==> src/rtl/half_adder.sv <==
// Half adder with a combinational result, a registered copy of that result,
// and a saturating count of captured carry events.
//
// Ports:
//   clk        - rising-edge clock for all registered state
//   rst        - asynchronous, active-high reset of the registered state
//   en         - capture enable for the registered path
//   in_a, in_b - addend bits
//   sum, carry - combinational half-adder outputs (independent of clk/rst/en)
//   sum_q      - registered sum, captured when en=1
//   carry_q    - registered carry, captured when en=1
//   valid_q    - high when sum_q/carry_q were captured on the previous edge
//   carry_cnt  - saturating count of captured operations with carry=1
module half_adder #(
  parameter int unsigned CNT_W = 16
) (
  input  logic             clk,
  input  logic             rst,
  input  logic             en,
  input  logic             in_a,
  input  logic             in_b,
  output logic             sum,
  output logic             carry,
  output logic             sum_q,
  output logic             carry_q,
  output logic             valid_q,
  output logic [CNT_W-1:0] carry_cnt
);

  assign sum   = in_a ^ in_b;
  assign carry = in_a & in_b;

  always_ff @(posedge clk or posedge rst) begin
    if (rst) begin
      sum_q     <= 1'b0;
      carry_q   <= 1'b0;
      valid_q   <= 1'b0;
      carry_cnt <= '0;
    end else begin
      valid_q <= en;
      if (en) begin
        sum_q   <= sum;
        carry_q <= carry;
        // Stop at all-ones so the count never wraps back to zero.
        if (carry && (carry_cnt != '1)) begin
          carry_cnt <= carry_cnt + CNT_W'(1);
        end
      end
    end
  end

endmodule

==> config.mk <==
export PLATFORM = sky130hd
export DESIGN_NAME = half_adder
export DESIGN_NICKNAME = d
export VERILOG_FILES = /design/src/rtl/half_adder.sv
export SDC_FILE = /design/constraint.sdc
export NUM_CORES = 1
export LEC_CHECK = 0
export CORE_MARGIN = 4
export CORE_UTILIZATION = 60
export CTS_BUF_LIST = sky130_fd_sc_hd__clkbuf_4 sky130_fd_sc_hd__clkbuf_8
export DETAILED_ROUTE_END_ITERATION = 8
export DONT_BUFFER_PORTS = 1
export PLACE_DENSITY = 0.73
export SETUP_SLACK_MARGIN = 0.4
export SLEW_MARGIN = 20
export SYNTH_ARGS = -nofsm -noshare
export SYNTH_HDL_FRONTEND = slang
export SYNTH_SLANG_ARGS = --single-unit
==> constraint.sdc <==
create_clock -name clk -period 2.35 [get_ports clk]
set_input_delay 0.3525 -clock clk [delete_from_list [all_inputs] [get_ports clk]]
set_output_delay 0.3525 -clock clk [all_outputs]
set_load 0.01 [all_outputs]
After elaboration in Yosys (flattened, before gate mapping)
Cells that the tools add are included.
{"block": "totals", "inputBits": 5, "elab_cells": 10, "ff_bits": 19, "output_inout_bits": 21}
{"block": "classes", "n_eq_ne": 1, "n_bitwise": 2, "reduce_logical": 2, "add_sub_neg": 1}
{"op": "adder 16 x 1 -> 16 bit, second input constant", "count": 1}
{"op": "inequality test 16 bit, second input constant", "count": 1}
{"op": "AND reduction 2 bit", "count": 1}
{"op": "AND 1 bit", "count": 1}
{"op": "logical AND 1 bit", "count": 1}
{"op": "XOR 1 bit", "count": 1}

Depth between registers and ports, before layout
{"block": "depth", "word_depth": 3, "ltp_mapped": 5, "depth_no_buf": 5}

Worst setup path before layout
No wires, ideal clock.
{"block": "synth_timing", "path_kind": "reg-to-reg", "from": "reg carry_cnt[0]", "to": "reg carry_cnt[1]", "period_less_slack_ns": 1.854, "t_required_ns": 2.222, "path_slack_ns": 0.496, "n_path_buf": 0, "arrival_time_ns": 1.726, "setup_ns": 0.128, "path_stages_with_launch": 5, "cell_sequence": "dfrtp_1 > ha_1 > nand3_2 > o41ai_4 > mux2_1"}
{"block": "synth_via", "elab_chain_cells": 3, "elab_cells_between_ends": 4, "classes_between": "1 x add/sub; 1 x eq/ne; 2 x reduce/logical"}
{"element": "start: declaration", "line": "27", "text": "output logic [CNT_W-1:0] carry_cnt"}
{"element": "start signal: assignment", "line": "46", "text": "carry_cnt <= carry_cnt + CNT_W'(1);"}
{"element": "parallel branches: the longest is 3 deep, another holds adder 16 x 1 -> 16 bit"}
Parallel ways; which one is timed is not known.
A chain may end at the register's enable or synchronous reset.

Final worst setup path
Same ends and word-level chain as after synthesis.

==> results.sh <==
export IMPL_status="complete, no violations"
export IMPL_clockPowerShare=0.211
export IMPL_h_tree_depth=1
export IMPL_use_met3=0.07663
export IMPL_drv_cap=0
export IMPL_synth_edff_count=0
export IMPL_antenna_found_initial=0
export IMPL_p_sw_mw=0.2577
export IMPL_slew_limit_headroom=0.5569
export IMPL_n_fill_cell=112
export IMPL_crit_arrival_ns=2.04
export IMPL_area_growth_pct=8.287
export IMPL_drc_errors=0
export IMPL_avgSynthCellArea_um2=11.76
export IMPL_cts_buffers=3
export IMPL_cts_root_buffer="clkbuf_4"
export IMPL_internal_power_mw=0.4963
export IMPL_ys_flop_type="dfrtp_1"
export IMPL_grt_use_total=0.1739
export IMPL_drtIter0Drc=7
export IMPL_fin_cells=97
export IMPL_cts_sinks=19
export IMPL_crit_path_max_fanout=8
export IMPL_synth_area_um2=905.9
export IMPL_synthCells=77
export IMPL_hold_buffers=0
export IMPL_placed_area_um2=924.6
export IMPL_grt_max_degree=20
export IMPL_die_x_um=46.86
export IMPL_hold_path_class="in -> async"
export IMPL_place_congestion=0.7172
export IMPL_slowest_stage="dfrtp_2"
export IMPL_cp_start_kind="register"
export IMPL_seqPwrFrac=0.650
export IMPL_viasPerCell=5.969
export IMPL_dieArea_um2=2195
export IMPL_first_pass_iters=2
export IMPL_powerDensity_nw_per_um2=768.7
export IMPL_antennaDiodeCount=0
export IMPL_max_stage_delay_ns=0.45
export IMPL_met2_usage=0.2466
export IMPL_crit_chain="ha_2 > nand3_4 > o41ai_4 > buf_4 > mux2_1"
export IMPL_ir_drop_mv=0.5114
export IMPL_met1_usage=0.2343
export IMPL_critPathKind="reg -> reg"
export IMPL_grt_setup_unrepaired="false"
export IMPL_fmax_mhz=537.4
export IMPL_period_minus_slack_ns=1.861
export IMPL_finalCritPeriodShare=0.7919
export IMPL_clk_latency_ns=0.29
export IMPL_critPathCaptureType="register"
export IMPL_busiest_layer="met2"
export IMPL_swShare=0.3418
export IMPL_async_flop_share=1.000
export IMPL_power_leakage_nw=0.4638
export IMPL_worst_pin_slew_ns=0.6640
export IMPL_coreArea_um2=1366
export IMPL_clockBufferDepth=2
export IMPL_hpwl_mm=1.131
export IMPL_crit_required_ns=2.53
export IMPL_drv_slew=0
export IMPL_synth_cell_types=23
export IMPL_final_nets=90
export IMPL_synth_seq_area_share=0.5249
export IMPL_portBuffers=0
export IMPL_clock_skew_ns=0.001357
export IMPL_boundaryPins=26
export IMPL_whs_ns=0.03337
export IMPL_syn_nets=84
export IMPL_final_area_um2=980.9
export IMPL_fp_row_count=13
export IMPL_setup_viol=0
export IMPL_ant_nets=0
export IMPL_tns_ns=0
export IMPL_start_util=0.6630
export IMPL_synth_seq_cells=19
export IMPL_synth_warnings=0
export IMPL_pwr_share_comb=0.139
export IMPL_grt_pass1_vias=612
export IMPL_die_y_um=46.86
export IMPL_layout_drive_gt1_share=0.2317
export IMPL_num_vias=579
export IMPL_globalRouteOverflowTotal=0
export IMPL_cts_tree="yes"
export IMPL_place_inst=92
export IMPL_routed_wl_mm=1.574
export IMPL_grt_pass1_wl_mm=2.753
export IMPL_wl_per_cell_um=16.23
export IMPL_hold_viol_final=0
export IMPL_clk_pin_slew_ns=0.10
## logic make-up (layout without fill, tap and decap cells)
kind of cell / count (synthesis) / count (layout) / share of synthesized area
fa+ha+maj: 2 / 2 / 0.02762
simple gates: 32 / 32 / 0.2168
mux: 2 / 2 / 0.02486
compound gates: 3 / 3 / 0.04420
xor+xnor: 15 / 15 / 0.1450
buf+inv: 4 / 9 / 0.01657
flops: 19 / 19 / 0.5249
## layout by cell type, fill, tap and decap left out
cell / instances
dfrtp_1: 15
nand4_2: 1
dfrtp_2: 4
and2_1: 1
nor4_1: 1
o41ai_4: 1
nand3_4: 1
clkinv_2: 1
inv_1: 4
ha_2: 1
xnor2_1: 2
or4_4: 1
nor4b_2: 1
o21ai_0: 1
nand4_1: 3
nand2_1: 4
ha_1: 1
nand2_4: 1
and4_2: 1
nor2_1: 5
xor2_1: 13
clkbuf_4: 3
nand3_1: 4
mux2_1: 1
mux2_2: 1
nor3_1: 7
nor4_2: 1
buf_4: 1
o211ai_1: 1
## power by group through the flow
stage / logic [mW] / registers [mW] / clock network (mW)
3_5_place_dp: 0.0961 / 0.484 / 0
5_1_grt: 0.123 / 0.504 / 0.177
6_report: 0.105 / 0.490 / 0.159
3_3_place_gp: 0.0918 / 0.482 / 0
4_1_cts: 0.0968 / 0.478 / 0.164
2_1_floorplan: 0.0825 / 0.466 / 0
## synth_stat cells (2+ instances only)
cell type	instances	area share
dfrtp_1	19	0.52
xor2_1	13	0.13
nor3_1	7	0.039
nor2_1	5	0.021
inv_1	4	0.017
nand2_1	4	0.017
nand3_1	4	0.022
nand4_1	3	0.021
ha_1	2	0.028
nor4_1	2	0.014
xnor2_1	2	0.019
## critical path: cells and delay by family (launching register included)
kind | cells | cell delay, ns
mux | 1 | 0.32
compound gates | 1 | 0.40
flops | 1 | 0.45
fa+ha+maj | 1 | 0.23
simple gates | 1 | 0.14
buf+inv | 1 | 0.22
## cell type report
cell class	count	area [um^2]	area share
clock buffer	3	22.52	0.02296
clock inverter	1	5.005	0.005102
inverter	4	15.01	0.01531
multi-input combinational	54	431.7	0.4401
sequential	19	480.5	0.4898
tap	15	18.77	0.01913
timing repair buffer	1	7.507	0.007653
## path summary, 6_finish.rpt
check / startpoint / end / slack (ns) / cells after the start
worst max-delay path: carry_cnt[0]$_DFFE_PP0P_ / carry_cnt[1]$_DFFE_PP0P_ / 0.49 / 5
worst min-delay path: rst / carry_cnt[10]$_DFFE_PP0P_ / 0.03 / 1
worst max register to register: carry_cnt[0]$_DFFE_PP0P_ / carry_cnt[1]$_DFFE_PP0P_ / 0.49 / 5
worst min register to register: carry_cnt[0]$_DFFE_PP0P_ / carry_cnt[0]$_DFFE_PP0P_ / 0.57 / 1
max in group asynchronous: rst / carry_cnt[4]$_DFFE_PP0P_ / 1.86 / 1
min in group clk: en / valid_q$_DFF_PP0_ / 0.08 / 0
## timing repair
item                                    4_1_cts  5_1_grt
gates resized for setup                       0        7
pin swaps                                     1        1
buffers inserted                              0        1
hold endpoints to repair                      0        0
endpoints found under the setup margin        5       10
## layer usage
layer  vias to the layer above  wire (um)
met2                        22        701
met3                         5        113
met4                         0         27
met1                       268        731
met5                         -          0
li1                        284          -
## sequential cells by signal, summed over array words and instances, names as in the netlist
register   flops
carry_cnt     16
carry_q        1
sum_q          1
valid_q        1
## per-stage QoR
step / total power, mW / worst slack (ns) / util
floorplan: 0.5489 / 0.4963 / -
global placement: 0.5741 / 0.3836 / 0.6767
detailed placement: 0.5800 / 0.3360 / 0.6767
CTS: 0.7386 / 0.4197 / 0.6969
global route: 0.8045 / 0.3965 / 0.7179
finish: 0.7540 / 0.4891 / 0.7179
Power figures use the tool's default switching activity.
